$ cat config.mk
export PLATFORM = sky130hd
export DESIGN_NAME = cdb_arbiter
export DESIGN_NICKNAME = d
export VERILOG_FILES = /design/src/rtl/cdb_arbiter.sv
export SDC_FILE = /design/constraint.sdc
export NUM_CORES = 1
export LEC_CHECK = 0
export ABC_AREA = 1
export CAP_MARGIN = 20
export CORE_MARGIN = 2
export CORE_UTILIZATION = 59
export CTS_CLUSTER_SIZE = 20
export DETAILED_ROUTE_END_ITERATION = 10
export DONT_BUFFER_PORTS = 1
export PLACE_DENSITY = 0.8
export SYNTH_ARGS = -nofsm -noshare
export SYNTH_HDL_FRONTEND = slang
export SYNTH_SLANG_ARGS = --single-unit
$ cat constraint.sdc
create_clock -name clk -period 4.4 [get_ports clk]
set_input_delay 1.32 -clock clk [delete_from_list [all_inputs] [get_ports clk]]
set_output_delay 1.32 -clock clk [all_outputs]
set_load 0.05 [all_outputs]
$ cat src/rtl/cdb_arbiter.sv
// ---------------------------------------------------------------------------
// cdb_arbiter
//   Round-robin arbiter for the common data bus. Each cycle it picks at most
//   one requesting execution unit and drives the registered bus
//   cdb = {on, payload}. The search starts at a rotating pointer, so a unit
//   that has just won has the lowest priority on the next beat. A saturating
//   counter records the cycles in which two or more units requested at once.
//
// Ports
//   clk          in   clock, all state updates on posedge
//   rst          in   asynchronous active-high reset
//   req          in   [NUM_UNITS]           per-unit bus request
//   payload      in   [NUM_UNITS*PAYLOAD_W] unit i at [i*PAYLOAD_W +: PAYLOAD_W]
//   cdb          out  [PAYLOAD_W+1]         {on, winner payload}, registered
//   grant        out  [NUM_UNITS]           one-hot winner of the current beat
//   conflict_cnt out  [CNT_W]               saturating contention-cycle count
// ---------------------------------------------------------------------------
module cdb_arbiter #(
    parameter int NUM_UNITS = 5,
    parameter int PAYLOAD_W = 38,
    parameter int CNT_W     = 16
) (
    input  logic                           clk,
    input  logic                           rst,
    input  logic [NUM_UNITS-1:0]           req,
    input  logic [NUM_UNITS*PAYLOAD_W-1:0] payload,
    output logic [PAYLOAD_W:0]             cdb,
    output logic [NUM_UNITS-1:0]           grant,
    output logic [CNT_W-1:0]               conflict_cnt
);

    localparam int PTR_W = (NUM_UNITS > 1) ? $clog2(NUM_UNITS) : 1;

    logic [PTR_W-1:0]     r_ptr;
    logic [PAYLOAD_W:0]   r_cdb;
    logic [NUM_UNITS-1:0] r_grant;
    logic [CNT_W-1:0]     r_cnt;

    logic                 w_any;
    logic                 w_multi;
    logic                 w_found;
    logic [PTR_W-1:0]     w_cand;
    logic [PTR_W-1:0]     w_win;
    logic [PTR_W-1:0]     w_ptr_nxt;
    logic [NUM_UNITS-1:0] w_win_oh;
    logic [PAYLOAD_W-1:0] w_win_payload;

    assign w_any = |req;
    // Clearing the lowest set bit leaves something only if two or more were set.
    assign w_multi = |(req & (req - 1'b1));

    // Walk the units starting at the pointer, wrapping past the last index;
    // the first requester seen wins.
    always_comb begin
        w_found = 1'b0;
        w_win   = '0;
        w_cand  = '0;
        for (int k = 0; k < NUM_UNITS; k++) begin
            w_cand = PTR_W'((int'(r_ptr) + k) % NUM_UNITS);
            if (!w_found && req[w_cand]) begin
                w_found = 1'b1;
                w_win   = w_cand;
            end
        end
    end

    assign w_win_oh      = NUM_UNITS'(1) << w_win;
    assign w_win_payload = payload[int'(w_win)*PAYLOAD_W +: PAYLOAD_W];
    assign w_ptr_nxt     = (w_win == PTR_W'(NUM_UNITS-1)) ? '0 : w_win + 1'b1;

    always_ff @(posedge clk or posedge rst) begin
        if (rst) begin
            r_ptr   <= '0;
            r_cdb   <= '0;
            r_grant <= '0;
            r_cnt   <= '0;
        end else begin
            // A beat lasts one clock; a request still high next edge is a new result.
            if (w_any) begin
                r_cdb   <= {1'b1, w_win_payload};
                r_grant <= w_win_oh;
                r_ptr   <= w_ptr_nxt;
            end else begin
                r_cdb   <= '0;
                r_grant <= '0;
            end
            if (w_multi && (r_cnt != {CNT_W{1'b1}}))
                r_cnt <= r_cnt + 1'b1;
        end
    end

    assign cdb          = r_cdb;
    assign grant        = r_grant;
    assign conflict_cnt = r_cnt;

endmodule

Yosys cells after proc, flatten, opt, wreduce, memory -nomap -nowiden:

Cells that the tools add are included.

* flip-flop bits (word level): 63

* reductions and logical operators: 11
* magnitude comparators: 5
* div/mod/pow operators: 5
* shifts and indexed selects: 2
* multiply operators: 1
* $add $sub $neg: 7
* mux-type cells: 22
* equality and inequality tests: 2
* bitwise logic cells: 1

Operator list (number)
* $shiftx 190x10->38: 1
* $mod 32x4->32 const B: 4
* $mux 39: 1
* $mod 4x4->32 const B: 1
* $lt 3x4->1 const B: 5
* $mux 3: 6
* $add 16x1->16 const B: 1
* $ne 16x16->1 const B: 1
* $bmux 1 s3: 5
* $reduce_or 5->1: 2
* $mux 1: 9
* $add 3x2->4 const B: 2
* $mul 3x5->8 const B: 1
* $and 5x5->5: 1
* $logic_and 1x1->1: 5
* $mux 5: 1
* $shl 1x3->5 const A: 1
* $sub 5x1->5 const B: 1
* $add 3x1->4 const B: 1
* $add 3x3->4 const B: 1
* $logic_not 1->1: 4
* $add 3x1->3 const B: 1
* $eq 3x3->1 const B: 1

Depth between registers and ports, before layout:

Gate-level depths: netlist of the first run.

* depth after elaboration: 19
* depth in mapped cells: 33
* gate-level depth less buffers: 30

Least setup slack after synthesis of the first run:

No wires, ideal clock.

* kind: reg2reg
* start point: register r_ptr[0]
* end point: register r_ptr[2]
* arrival: 4.353 ns
* cell stages (with the launch flop): 33
* path buffers: 3
* clock period less this slack: 4.418 ns
* library setup time: 0.065 ns
* setup slack: -0.018 ns
* path through: dfrtp_1 buf_4 inv_2 ha_1 inv_1 nand2_1 and2_2 ha_1 nor2_1 nand3_2 nand2_1 xor2_1 ha_1 inv_1 or2_2 nand3_2 nand2_2 nand2_1 nand2_1 nand2_1 nand3_1 nand3_1 nand2_2 nand4_1 nand3_1 nand2_2 nand2_2 buf_6 buf_6 ha_1 ha_1 nand3b_1 nand2_1

* cells in the longest elaborated chain, start to end: 18
* elaborated cells between the ends (all ways): 39

RTL lines
* start: declaration: line 34 `logic [PTR_W-1:0] r_ptr;`
* start signal: assignment: line 82 `r_ptr <= w_ptr_nxt;`
* branches (longest 15 deep; another with $mod 32x4->32)
* $mux 3 (*): line 60 `if (!w_found && req[w_cand]) begin`
* $add 3x1->3 / $eq 3x3->1 (equally long branches): line 69 `assign w_ptr_nxt = (w_win == PTR_W'(NUM_UNITS-1)) ? '0 : w_win + 1'b1;`
* $mux 3 (*): line 69

Mark *: on every way between the ends. The select of a mux whose other input is x is not followed.
A chain may end at the register's enable or synchronous reset.

Worst setup path in the final report of the first run:

Same ends and word-level chain as after synthesis.

==> results_dict.tcl, run 1 <==
set metrics [dict create \
    worst_hold_slack_ns 0.786 \
    antennaDiodeCount 0 \
    run_status "completed" \
    cts_tree "built" \
    synth_enable_flop_cells 0 \
    async_reset_ff_frac 1.00 \
    worst_pin_slew_ns 0.621 \
    synth.most_common_cell "sky130_fd_sc_hd__nand2_1" \
    crit_buf_inv 4 \
    final_layout_size_suffix_gt1_frac 0.123 \
    worst_slew_margin_rel 0.586 \
    cp_data_arrival_time_ns 4.61 \
    grt_max_degree 77 \
    final_cell_count_no_fill 1195 \
    final.setup.worst_slack_ns 0.0673 \
    drt-total-wl_mm 19.5 \
    setup_repair_after_global_routing_missed_its_margin "true" \
    finalNetCount 1278 \
    synth-seq-cells 63 \
    finalCriticalPeriod_ns 4.33 \
    crit_top_cell "sky130_fd_sc_hd__nand2_2" \
    post_synth_main_area_contributors "sky130_fd_sc_hd__dfrtp_1 (25%), sky130_fd_sc_hd__nand2_1 (19%), sky130_fd_sc_hd__nand3_1 (12%)" \
    placed_cells_incl_taps 1161 \
    worst_setup_hold_path_clk_slew_ns 0.09 \
    initial_util 0.611 \
    drcViolationCount 0 \
    number_of_antenna_violations_at_the_first_check_in_global_routing 1 \
    grt_first_pass_wirelength_mm 28.5 \
    tritoncts.num_buffers 9 \
    syn-mean-instance-area_um2 6.03 \
    synth_fp_nets 1276 \
    die_width_um 108 \
    hold_class "input pin to async pin" \
    gr-usage-all-layers 0.308 \
    setup_viol 0 \
    synthesis.yosys.warnings 0 \
    finalCritPeriodShare 0.985 \
    cts_max_level 3 \
    cts.root.buffer_cell "sky130_fd_sc_hd__clkbuf_8" \
    rows 37 \
    maxSlewViolCount 0 \
    route.detailed.vias_per_inst 5.54 \
    fillerInstances 909 \
    synthFlopType "sky130_fd_sc_hd__dfrtp_1" \
    detailroute.via_count 6626 \
    syn-cell-area_um2 6340 \
    port_buffers 0 \
    overflow 0 \
    yosysSeqAreaShare 0.249 \
    drt_first_pass_iters 6 \
    yosysTopAreaCellShare 0.249 \
    hold_viol 0 \
    synth_top_cell_by_area "sky130_fd_sc_hd__dfrtp_1" \
    die_outline_area_um2 11600 \
    criticalPathCategory "flip-flop to flip-flop" \
    pre_cts_ws_ns -0.120 \
    dieHeight_um 108 \
    yosys-top-cells-count "sky130_fd_sc_hd__nand2_1 (316), sky130_fd_sc_hd__nand3_1 (158), sky130_fd_sc_hd__inv_1 (154)" \
    fin_skew_ns 0.0217 \
    clock-sinks 63 \
    fmax_ghz 0.231 \
    worst_path_largest_cell_delay_ns 0.39 \
    distinct_cells_synth 42 \
    areaGrowthSynthToFinish_pct 13.2 \
    design.core.area_um2 10400 \
    critical_path_peak_fanout 5 \
    detailedPlacementHpwl_mm 13.2 \
    detail_route.wl_per_cell_um 16.3 \
    clockBufferDepth 2 \
    critical_path_required_ns 4.68 \
    ant_nets 0 \
    synthesis.instances 1052 \
    max_cap_violations 0 \
    clock_insertion_delay_worst_skew_ns 0.35 \
    drt_first_iter_violations 628 \
    routabilityCongestion 0.911 \
    setup.worst_path.start_class "flip-flop" \
    first_global_vias 6015 \
    slowest_stage "sky130_fd_sc_hd__dfrtp_1" \
    io-pin-count 257 \
    worst_path_dominant_cell_family "simple AND/OR/NAND/NOR gates" \
    critical_path.endpoint_type "flip-flop" \
]
## logic make-up after synthesis
family | Yosys count | share of synthesized area
AND/OR/NAND/NOR | 697 | 0.493
buffers and inverters | 220 | 0.147
flip-flops | 63 | 0.249
adder cells (fa/ha/maj) | 27 | 0.0545
AO/OA/AOI/OAI | 25 | 0.0284
XOR/XNOR | 20 | 0.0288
## final timing paths
check                               from         endpoint  slack [ns]  depth (start not counted)
worst max-delay path            r_ptr[0]         r_ptr[2]        0.07                         29
worst min-delay path                 rst  conflict_cnt[7]        0.79                          1
worst max register to register  r_ptr[0]         r_ptr[2]        0.07                         29
worst min register to register  r_ptr[1]         r_ptr[1]        0.81                          3
max in group asynchronous            rst          cdb[29]        2.78                          3
min in group clk                r_ptr[1]         r_ptr[1]        0.81                          3
## repair_timing
| item | 4_1_cts | 5_1_grt |
|---|---|---|
| buffers inserted | 0 | 12 |
| hold buffers | 0 | 0 |
| endpoints found under the setup margin | 42 | 46 |
| cloned | 0 | 5 |
| resized for setup | 3 | 48 |
| pin swaps | 0 | 16 |
## area by class of cell
class,instances,area (um^2),area share
inverters,165,632,0.0880
clock buffers,10,138,0.0192
clock inverters,6,116,0.0162
repair buffers,45,527,0.0734
flip-flops and latches,63,1580,0.220
multi-input cells,770,4020,0.560
well taps,136,170,0.0237
## sequential cells by signal, indices dropped and copies added (netlist names)
register and flops:
grant 5, cdb 39, r_ptr 3, conflict_cnt 16
## placed cells by master, fill, tap and decap left out, drive strengths merged, types with 2 or more instances in the layout
cell type and count:
o21bai 2, o21ai 10, nor3 5, and2 2, dfrtp 63, bufinv 3
nand3b 42, buf 41, o211ai 3, xor2 15, nand4 8, clkinv 4
nand3 163, xnor2 5, ha 26, inv 164, nor4 2, a21oi 6
nand2 330, nor2 145, clkbuf 14
## through the flow
step / util / setup TNS [ns] / instance area (um^2)
4_1_cts: 0.652 / 0 / 6760
3_3_place_gp: 0.626 / 0 / 6490
6_report: 0.692 / 0 / 7180
3_5_place_dp: 0.626 / -2.93 / 6490
5_1_grt: 0.692 / -5.02 / 7180
2_1_floorplan: - / 0 / 6340
## layer usage
layer / share of wire / vias to the layer above / global-route usage
li1: - / 3242 / -
met1: 0.39 / 2986 / 0.381
met2: 0.49 / 345 / 0.528
met3: 0.083 / 51 / 0.0751
met4: 0.030 / 2 / 0.0998
met5: 0.00067 / - / 0
Power of run 1 is not shown: default switching activity piles up to over one toggle a cycle in this logic, so the estimate is an artifact.
==> run 2: changes to the inputs <==
--- a/config.mk
+++ b/config.mk
@@ -12,7 +12,8 @@
 export CTS_CLUSTER_SIZE = 20
 export DETAILED_ROUTE_END_ITERATION = 10
 export DONT_BUFFER_PORTS = 1
-export PLACE_DENSITY = 0.8
+export PLACE_DENSITY = 0.89
+export SETUP_SLACK_MARGIN = 0.15
 export SYNTH_ARGS = -nofsm -noshare
 export SYNTH_HDL_FRONTEND = slang
 export SYNTH_SLANG_ARGS = --single-unit
==> run 2 against run 1 <==
Net effect: routed wire length up 3.2%; cell count increased by 0.50%; hold slack got worse by 0.066 ns; sequential cell count unchanged; clock skew is 0.013 ns lower; first-iteration DRC count up 31%; register-to-register slack better by 0.17 ns; critical path depth stayed put; critical path type unchanged.
==> results_dict.tcl, run 2 (synthesis results as in run 1) <==
set metrics [dict create \
    ant_nets 0 \
    drcViolationCount 0 \
    die_outline_area_um2 11600 \
    cts_tree "built" \
    finalNetCount 1284 \
    number_of_antenna_violations_at_the_first_check_in_global_routing 0 \
    number_of_stages_on_the_worst_hold_path 3 \
    overflow 0 \
    cts_max_level 3 \
    rows 37 \
    final-seq-area_um2 1580 \
    first_global_vias 5774 \
    io-pin-count 257 \
    route.detailed.vias_per_inst 5.72 \
    setup_repair_after_global_routing_missed_its_margin "false" \
    gr-usage-all-layers 0.303 \
    hold_buffers 0 \
    areaGrowthSynthToFinish_pct 14.8 \
    max_cap_violations 0 \
    drt-total-wl_mm 20.1 \
    setup.worst_path.start_class "flip-flop" \
    dieHeight_um 108 \
    antennaDiodeCount 0 \
    cts.root.buffer_cell "sky130_fd_sc_hd__clkbuf_8" \
    final.setup.tns_ns 0 \
    initial_util 0.611 \
    routabilityCongestion 0.911 \
    hold_end "r_ptr[2]" \
    ff2ff_setup_slack_ns 0.24 \
    critical_path.endpoint_type "flip-flop" \
    detail_route.wl_per_cell_um 16.7 \
    port_buffers 0 \
    maxSlewViolCount 0 \
    worstReg2RegStart "r_ptr[0]" \
    setup_viol 0 \
    slowest_stage "sky130_fd_sc_hd__dfrtp_1" \
    detailroute.via_count 6867 \
    hold_viol 0 \
    finalCriticalPeriod_ns 4.16 \
    crit_path_start "r_ptr[0]" \
    worstRegToRegCells 29 \
    run_status "completed" \
    grt_max_degree 55 \
    min_from "r_ptr[2]" \
    layout.cells.most_common_list "sky130_fd_sc_hd__nand2_1 (305), sky130_fd_sc_hd__nand3_1 (154), sky130_fd_sc_hd__inv_1 (150)" \
    fmax_ghz 0.240 \
    cp_data_arrival_time_ns 4.45 \
    crit_top_cell "sky130_fd_sc_hd__nand2_4" \
    grt_first_pass_wirelength_mm 27.9 \
    hold_class "flip-flop to flip-flop" \
    worst_setup_hold_path_clk_slew_ns 0.08 \
    detailedPlacementHpwl_mm 13.6 \
    drt_first_iter_violations 824 \
    flip_flop_count_of_the_largest_register_after_layout 39 \
    clock_insertion_delay_worst_skew_ns 0.35 \
    clockBufferDepth 2 \
    fin_skew_ns 0.00842 \
    finalCritPeriodShare 0.946 \
    clock-sinks 63 \
    layout.cells.most_common "sky130_fd_sc_hd__nand2_1" \
    criticalPathCategory "flip-flop to flip-flop" \
    worst_slew_margin_rel 0.386 \
    worst_pin_slew_ns 0.919 \
    design.core.area_um2 10400 \
    worst_path_largest_cell_delay_ns 0.41 \
    fillerInstances 888 \
    multi_input_area_um2 4090 \
    crit-reg2reg-capture "r_ptr[2]" \
    drt_first_pass_iters 5 \
    critical_path_required_ns 4.69 \
    die_width_um 108 \
    tritoncts.num_buffers 9 \
    worst_hold_slack_ns 0.719 \
    critical_path_peak_fanout 5 \
    final_layout_size_suffix_gt1_frac 0.136 \
]
## run 2: changes by cell type in the layout (fill, tap and decap cells not counted), sizes merged
| cell | delta |
|---|---|
| buf | +5 |
| bufinv | -3 |
| nand2 | -1 |
| inv | +2 |
| clkbuf | +1 |
| clkinvlp | +2 |
## run 2: metal layers
| layer | part of all wire | track usage | up-vias |
|---|---|---|---|
| met4 | 0.032 | 0.107 | 0 |
| met2 | 0.51 | 0.537 | 442 |
| li1 | - | - | 3249 |
| met1 | 0.36 | 0.357 | 3105 |
| met3 | 0.10 | 0.0678 | 71 |
| met5 | 0 | 0 | - |
## run 2: final cells by class
type                            count  area share
Multi-Input combinational cell    769       0.562
Sequential cell                    63       0.217
Inverter                          165      0.0871
Timing Repair Buffer               52      0.0861
Tap cell                          136      0.0234
Clock buffer                        9      0.0170
Clock inverter                      7     0.00756
## run 2: critical path, delay by kind of cell, from the launching register on
kind / cells / cell delay, ns
adders and majority gates: 5 / 0.93
buffers and inverters: 4 / 0.25
and+or+nand+nor: 18 / 2.12
DFF: 1 / 0.41
xor gates and xnor gates: 2 / 0.37
## run 2: metrics by stage
step | instances | utilization | setup slack, ns | area [um^2]
finish | 1201 | 0.702 | 0.239 | 7280
global route | 1201 | 0.702 | 0.0274 | 7280
CTS | 1176 | 0.646 | 0.183 | 6700
detailed placement | 1156 | 0.623 | 0.0567 | 6460
global placement | 1156 | 0.623 | 0.226 | 6460
floorplan | 1052 | - | 0.158 | 6370
## run 2: worst max-delay path by stage
stage,endpoint,depth (start not counted),slack (ns)
final,r_ptr[2],29,0.24
after CTS,r_ptr[2],25,0.18
after global placement,cdb[11],29,0.23
after detailed placement,cdb[18],29,0.06
after floorplan,r_ptr[2],30,0.16
after global routing,r_ptr[2],29,0.03
## run 2: repair_timing
action                                  4_1_cts  5_1_grt
endpoints found under the setup margin       33       46
cloned                                        0        8
resized for setup                             8       59
setup buffers                                 4       17
pin swaps                                     3       25
Power of run 2 is left out for the same reason.
